`src/rtl/dsp_mac_pipe_if.sv`:
```
// Operand/result bundle for the three-stage multiply-accumulate pipeline.
// The slave side is the pipeline itself; the master side drives operands and observes results.
interface dsp_mac_pipe_if #(
  parameter int A_W = 25,
  parameter int B_W = 18,
  parameter int P_W = 48
);
  logic                  ce;
  logic                  in_valid;
  logic [1:0]            op;
  logic signed [A_W-1:0] A;
  logic signed [B_W-1:0] B;
  logic signed [P_W-1:0] C;
  logic                  out_valid;
  logic signed [P_W-1:0] P;
  logic                  ovf;

  modport master (
    output ce, in_valid, op, A, B, C,
    input  out_valid, P, ovf
  );

  modport slave (
    input  ce, in_valid, op, A, B, C,
    output out_valid, P, ovf
  );
endinterface

```
`src/rtl/dsp_mac_pipe.sv`:
```
// Three-stage signed MUL/MAC/MADD/MSUB pipeline with overflow detection.
// Define DSP_MAC_SAT_EN to clamp overflowing results instead of wrapping them.
module dsp_mac_pipe #(
  parameter int A_W = 25,
  parameter int B_W = 18,
  parameter int P_W = 48
) (
  input  logic            clk,
  input  logic            rst,
  dsp_mac_pipe_if.slave   bus
);

  typedef enum logic [1:0] {
    OP_MUL  = 2'b00,
    OP_MAC  = 2'b01,
    OP_MADD = 2'b10,
    OP_MSUB = 2'b11
  } op_e;

  localparam int M_W = A_W + B_W;
  localparam logic signed [P_W-1:0] P_MAX = {1'b0, {(P_W-1){1'b1}}};
  localparam logic signed [P_W-1:0] P_MIN = {1'b1, {(P_W-1){1'b0}}};

  logic signed [A_W-1:0] aS1_q;
  logic signed [B_W-1:0] bS1_q;
  logic signed [P_W-1:0] cS1_q;
  op_e                   opS1_q;
  logic                  validS1_q;

  logic signed [P_W-1:0] prodS2_q, prodS2_d;
  logic signed [P_W-1:0] cS2_q;
  op_e                   opS2_q;
  logic                  validS2_q;

  logic signed [P_W-1:0] accP_q, accP_d;
  logic                  ovf_q, ovf_d;
  logic                  outValid_q;

  logic [M_W-1:0]        prodRaw;
  logic signed [P_W:0]   prodExt, cExt, accExt, sumExt;
  logic                  sumOvf;

  // Both operands are sign-extended to the full product width first, so the
  // low M_W bits of the unsigned multiply equal the signed product.
  always_comb begin
    prodRaw  = {{B_W{aS1_q[A_W-1]}}, aS1_q} * {{A_W{bS1_q[B_W-1]}}, bS1_q};
    prodS2_d = P_W'($signed(prodRaw));
  end

  always_comb begin
    prodExt = (P_W+1)'(prodS2_q);
    cExt    = (P_W+1)'(cS2_q);
    accExt  = (P_W+1)'(accP_q);
    sumExt  = prodExt;
    case (opS2_q)
      OP_MUL:  sumExt = prodExt;
      OP_MAC:  sumExt = accExt + prodExt;
      OP_MADD: sumExt = cExt + prodExt;
      OP_MSUB: sumExt = cExt - prodExt;
      default: sumExt = prodExt;
    endcase
    sumOvf = sumExt[P_W] ^ sumExt[P_W-1];

    accP_d = accP_q;
    ovf_d  = ovf_q;
    if (validS2_q) begin
      ovf_d = sumOvf;
`ifdef DSP_MAC_SAT_EN
      if (sumOvf)
        accP_d = sumExt[P_W] ? P_MIN : P_MAX;
      else
        accP_d = sumExt[P_W-1:0];
`else
      accP_d = sumExt[P_W-1:0];
`endif
    end
  end

  // Reset wins over ce so in-flight beats are dropped even while stalled.
  always_ff @(posedge clk) begin
    if (rst) begin
      aS1_q      <= '0;
      bS1_q      <= '0;
      cS1_q      <= '0;
      opS1_q     <= OP_MUL;
      validS1_q  <= 1'b0;
      prodS2_q   <= '0;
      cS2_q      <= '0;
      opS2_q     <= OP_MUL;
      validS2_q  <= 1'b0;
      accP_q     <= '0;
      ovf_q      <= 1'b0;
      outValid_q <= 1'b0;
    end else if (bus.ce) begin
      aS1_q      <= bus.A;
      bS1_q      <= bus.B;
      cS1_q      <= bus.C;
      opS1_q     <= op_e'(bus.op);
      validS1_q  <= bus.in_valid;
      prodS2_q   <= prodS2_d;
      cS2_q      <= cS1_q;
      opS2_q     <= opS1_q;
      validS2_q  <= validS1_q;
      accP_q     <= accP_d;
      ovf_q      <= ovf_d;
      outValid_q <= validS2_q;
    end
  end

  assign bus.P         = accP_q;
  assign bus.ovf       = ovf_q;
  assign bus.out_valid = outValid_q;

endmodule

```
`src/flat_wrapper.sv`:
```
// flat-port wrapper written by rule: the top's interface ports become plain ports
module dsp_mac_pipe_flat 
#(
  parameter int A_W = 25,
  parameter int B_W = 18,
  parameter int P_W = 48
)
  (clk, rst, bus_ce, bus_in_valid, bus_op, bus_A, bus_B, bus_C, bus_out_valid, bus_P, bus_ovf);
  dsp_mac_pipe_if #(.A_W(A_W), .B_W(B_W), .P_W(P_W)) bus_i ();
  input  logic clk;
  input  logic rst;
  input wire logic [$bits(bus_i.ce)-1:0] bus_ce;
  input wire logic [$bits(bus_i.in_valid)-1:0] bus_in_valid;
  input wire logic [$bits(bus_i.op)-1:0] bus_op;
  input wire logic [$bits(bus_i.A)-1:0] bus_A;
  input wire logic [$bits(bus_i.B)-1:0] bus_B;
  input wire logic [$bits(bus_i.C)-1:0] bus_C;
  output wire logic [$bits(bus_i.out_valid)-1:0] bus_out_valid;
  output wire logic [$bits(bus_i.P)-1:0] bus_P;
  output wire logic [$bits(bus_i.ovf)-1:0] bus_ovf;
  assign bus_i.ce = bus_ce;
  assign bus_i.in_valid = bus_in_valid;
  assign bus_i.op = bus_op;
  assign bus_i.A = bus_A;
  assign bus_i.B = bus_B;
  assign bus_i.C = bus_C;
  assign bus_out_valid = bus_i.out_valid;
  assign bus_P = bus_i.P;
  assign bus_ovf = bus_i.ovf;
  dsp_mac_pipe #(.A_W(A_W), .B_W(B_W), .P_W(P_W)) u_core (.clk(clk), .rst(rst), .bus(bus_i));
endmodule
```
`config.mk`:
```
export PLATFORM = sky130hd
export DESIGN_NAME = dsp_mac_pipe_flat
export DESIGN_NICKNAME = d
export VERILOG_FILES = /design/src/rtl/dsp_mac_pipe_if.sv /design/src/rtl/dsp_mac_pipe.sv /design/src/flat_wrapper.sv
export SDC_FILE = /design/constraint.sdc
export NUM_CORES = 2
export LEC_CHECK = 0
export ABC_CLOCK_PERIOD_IN_PS = 9100
export BUFFER_PORTS_ARGS = -buffer_cell sky130_fd_sc_hd__buf_4
export CAP_MARGIN = 20
export CORE_ASPECT_RATIO = 0.8
export CORE_UTILIZATION = 50
export CTS_CLUSTER_SIZE = 16
export DETAILED_ROUTE_END_ITERATION = 6
export PLACE_DENSITY = 0.67
export SKIP_CTS_REPAIR_TIMING = 1
export SLEW_MARGIN = 20
export SYNTH_ARGS = -nofsm -noshare
export SYNTH_HDL_FRONTEND = slang
export SYNTH_SLANG_ARGS = --single-unit
```
`constraint.sdc`:
```
create_clock -name clk -period 9.1 [get_ports clk]
set_input_delay 1.82 -clock clk [delete_from_list [all_inputs] [get_ports clk]]
set_output_delay 1.82 -clock clk [all_outputs]
set_load 0.1 [all_outputs]
```
# After elaboration in Yosys (flattened, before gate mapping)
# Cells that the tools add are included.
[word_totals]
out_inout_bits = 50
wordCells = 23
ff_bits = 238
[op_classes]
n_bitwise = 1
add_sub_neg = 3
n_reduce_logical = 2
mul = 1
n_mux = 1
n_eq_ne = 3
[op_table]
columns = ["cell", "n"]
rows = [
  ["49-bit case mux with 4 select lines", 1],
  ["48-bit by 43-bit adder with 49-bit output", 2],
  ["48-bit by 43-bit subtractor with 49-bit output", 1],
  ["25-bit by 18-bit multiplier with 43-bit output", 1],
  ["2-bit equality test, second input constant", 2],
  ["2-bit by 1-bit equality test with 1-bit output, second input constant", 1],
  ["2-bit logical NOT", 1],
  ["2-bit AND reduction", 1],
  ["1-bit XOR", 1],
]

# Longest topological paths before layout
[logic_depth]
depth_word = 3
mapped_depth = 28

# Worst setup path after synthesis
# No wires, ideal clock.
[synth_timing]
path_type = "reg2reg"
from = "register u_core.aS1_q[18]"
to = "register, netlist name u_core.prodS2_q[42]"
path_slack_ns = 2.560
arrival_ns = 6.403
required_time_ns = 8.963
setup_ns = 0.137
synth_period_minus_slack_ns = 6.540
stages_incl_launch_ff = 24
path_buffers = 2
path_cell_list = "dfxtp_1 clkbuf_1 clkbuf_1 nand2_1 fa_1 fa_1 fa_1 inv_1 fa_1 fa_1 inv_1 fa_1 inv_1 ha_1 nand4_1 or3_1 a211oi_1 o41a_1 a21oi_1 a211o_1 a21oi_1 a311oi_1 o21ai_0 o221ai_1"
[synth_between]
elab_chain_len = 1
[synth_rtl]
columns = ["item", "line_no", "rtl"]
rows = [
  ["start: declaration", "dsp_mac_pipe.sv:24", "logic signed [A_W-1:0] aS1_q;"],
  ["start signal: assignment", "dsp_mac_pipe.sv:95", "aS1_q <= bus.A;"],
  ["25-bit by 18-bit multiplier with 43-bit output", "dsp_mac_pipe.sv:46", "prodRaw = {{B_W{aS1_q[A_W-1]}}, aS1_q} * {{A_W{bS1_q[B_W-1]}}, bS1_q};"],
]
# No other way between the ends.
# A chain may end at the register's enable or synchronous reset.

# Worst setup path after layout
[layout_timing]
from = "register u_core.bS1_q[4]"
to = "register, netlist name u_core.prodS2_q[42]"
[layout_between]
elab_chain_len = 1
[layout_rtl]
columns = ["item", "line_no", "rtl"]
rows = [
  ["start: declaration", "dsp_mac_pipe.sv:25", "logic signed [B_W-1:0] bS1_q;"],
  ["start signal: assignment", "dsp_mac_pipe.sv:96", "bS1_q <= bus.B;"],
  ["25-bit by 18-bit multiplier with 43-bit output", "dsp_mac_pipe.sv:46", ""],
]
# No other way between the ends.

==> reports/results.txt <==
Routed WL -> 76.8 mm
First DRT Iteration DRCs -> 1,624
Vias -> 24,800
Critical path class -> reg2reg
Initial antenna violation count -> 0
LEAKAGE -> 16.1 nW
Core Util, Final -> 0.551
Synth Flop Type -> dfxtp_1
CP arrival -> 8.05 ns
Most common cell after layout, fill and taps aside -> inv_1
Initial DRT Pass Iterations -> 5
Post-synth ARST share -> 0
Startpoint Class -> register
Crit-path cells -> nand2_1 > fa_1 > fa_1 > fa_1 > inv_1 > fa_1 > fa_1 > inv_1 > fa_1 > inv_1 > ha_1 > nand4_1 > or3_1 > a211oi_1 > o41a_1 > a21oi_1 > a211o_1 > a21oi_1 > a311oi_1 > o21ai_0 > o221ai_1
Cell mode on critical path -> fa_1
Gr ovfl total -> 0
Core area -> 0.0615 mm²
Max Freq -> 131 MHz
Max-Cap Viols -> 0
Met1 GRT Util -> 0.354
Register-to-Register Path Depth -> 21
Yosys top cell by area -> fa_1
Min-Delay Path Class -> reg2reg
Antenna Cells -> 0
Port Buffers -> 146
Top Usage Layer GRT -> met2
Met2 Resource Use GR -> 0.398
Headroom to the max-slew limit -> 0.254
Mean Syn Cell Area -> 8.46 µm²
Number of global-route vias before repair -> 24,400
Layout area overhead -> 8.03%
Setup violators final -> 0
H-tree depth -> 1
Final Hold Fails -> 0
First-pass GRT wire length -> 126 mm
Wire length per cell -> 16.9 µm
Status -> finished clean
Post-synthesis sequential area ratio -> 0.152
EDFF count, synth -> 0
Hold path cells -> 2
Root Buffer Master -> clkbuf_16
CTS tree -> built
Setup slack, reg-to-reg -> 1.49 ns
Setup skew after layout -> 0.0437 ns
Post-route cell area -> 0.0339 mm²
Yosys reg bits -> 238
Grt met3 use -> 0.0249
Die area -> 0.0637 mm²
CP peak stage delay -> 1.05 ns
Syn Nets -> 4,448
R2R Path Start -> u_core.bS1_q[4]
Share of cells above drive strength 1 -> 0.0658
Distinct cell type count after synthesis -> 75
YS warnings -> 0
Max-slew violation count -> 0
CTS Buffer Depth -> 3
Final net count -> 4,447
Slowest CP cell -> dfxtp_1
HPWL after DPL -> 61.2 mm
P per Cell Area -> 137 mW/mm²
RSZ-0062 raised after global routing -> no
Io pins -> 147
Clock latency on the worst-skew pair -> 0.61 ns
Crit. End Element -> register
Routability cong. -> 0.923
Number of clock sinks -> 238
Starting density of the core -> 0.510
Die span in y -> 226 µm
Cts bufs inserted -> 29
Hold EP -> u_core.cS2_q[33]
Yosys top cell area share -> 0.283
Synth area leaders -> fa_1 28%, dfxtp_1 15%, ha_1 8.1%, inv_1 6.6%, mux2i_1 6.4%
Largest net degree at the start of global routing -> 90
ANT nets after route -> 0
Critical path required time -> 9.54 ns
Final Cycle Share -> 0.836
Clock Pin Slew Worst Setup and Hold Paths -> 0.06 ns
Commonest cells after routing, fill and taps aside -> 549 x inv_1, 443 x fa_1, 382 x nand2_1
Total Routing Usage GR -> 0.246
Routed vias/inst -> 5.45
Crit Path Max Fanout -> 26
Die X -> 282 µm
Rows -> 81
Hold wc startpoint -> u_core.cS1_q[33]
Slew @ Worst Pin -> 1.12 ns
Min Clock Period, post-route -> 7.61 ns
DRC violations left -> 0
Total negative slack -> 0 ns
Worst R2R End -> u_core.prodS2_q[42]
VDD IR-drop max -> 155 µV
Post-Syn Area -> 0.0314 mm²
Gate Count Post-Synth -> 3,704
Area post-placement -> 0.0328 mm²
## per-stage QoR
step / worst slack [ns] / hold slack, ns / total power (W) / cells
4_1_cts: 1.45 / 0.499 / 0.00469 / 4555
2_1_floorplan: 2.56 / 0.460 / 0.00290 / 3704
3_3_place_gp: 1.73 / 0.477 / 0.00340 / 4502
5_1_grt: 1.12 / 0.513 / 0.00500 / 4555
6_report: 1.49 / 0.493 / 0.00465 / 4555
3_5_place_dp: 1.52 / 0.484 / 0.00342 / 4502
## area by class of cell
type                    count  area, µm²
well taps                 830       1040
repair buffers            164       1240
clock buffers              35        788
flip-flops and latches    238       4770
multi-input cells        2719      23700
inverters                 551       2070
clock inverters            18        239
fillers                  5845      27600
## kinds of logic after synthesis
group	after synthesis	synth area share
AO/OA/AOI/OAI	595	0.119
XOR/XNOR	167	0.0467
adder cells (fa/ha/maj)	647	0.364
buffers and inverters	747	0.0914
flip-flops	238	0.152
multiplexers	203	0.0650
AND/OR/NAND/NOR	1107	0.162
## worst max-delay path by stage
stage,end,startpoint,cells past startpoint,slack (ns)
floorplan,u_core.prodS2_q[42],u_core.aS1_q[18],23,2.56
detailed placement,u_core.prodS2_q[42],u_core.bS1_q[3],21,1.52
global route,u_core.prodS2_q[40],u_core.bS1_q[9],22,1.12
finish,u_core.prodS2_q[42],u_core.bS1_q[4],21,1.49
CTS,u_core.prodS2_q[42],u_core.bS1_q[3],21,1.45
global placement,u_core.prodS2_q[42],u_core.bS1_q[3],21,1.73
## synth_stat cells, types with 19 or more instances
master	instances
a211oi_1	48
a21o_1	69
a21oi_1	201
and2_1	181
clkbuf_1	170
dfxtp_1	238
fa_1	443
ha_1	204
inv_1	549
mux2i_1	199
nand2_1	382
nand2b_1	19
nand3_1	26
nand4_1	26
nor2_1	346
nor3_1	42
o21ai_0	121
xnor2_1	102
xor2_1	65
## metal layers
metal	share of wire	up-vias	wire length, µm
li1	-	11900	-
met2	0.46	610	35500
met4	0.023	0	1750
met1	0.46	12200	35700
met3	0.051	99	3900
met5	0	-	0
## flip-flops by register name, summed over array words and instances, names as in the netlist
signal and count:
u_core.opS1_q 2, u_core.opS2_q 2, u_core.bus.ovf 1, u_core.aS1_q 25, u_core.validS1_q 1, u_core.validS2_q 1, u_core.bus.out_valid 1, u_core.prodS2_q 43
u_core.cS1_q 48, u_core.bS1_q 18, u_core.cS2_q 48, u_core.bus.P 48
## report_power, final
group	internal [W]	switching [W]
Clock	0.000741	0.000511
Sequential	0.00112	0.000178
Combinational	0.000872	0.00123
## critical path, delay by kind of cell (launching register included)
family	cells	cell delay [ns]
fa+ha+maj	7	3.41
compound gates	8	2.00
flops	1	1.05
simple gates	3	0.84
buf+inv	3	0.15
Note: power is estimated with default switching activity, not from simulation.
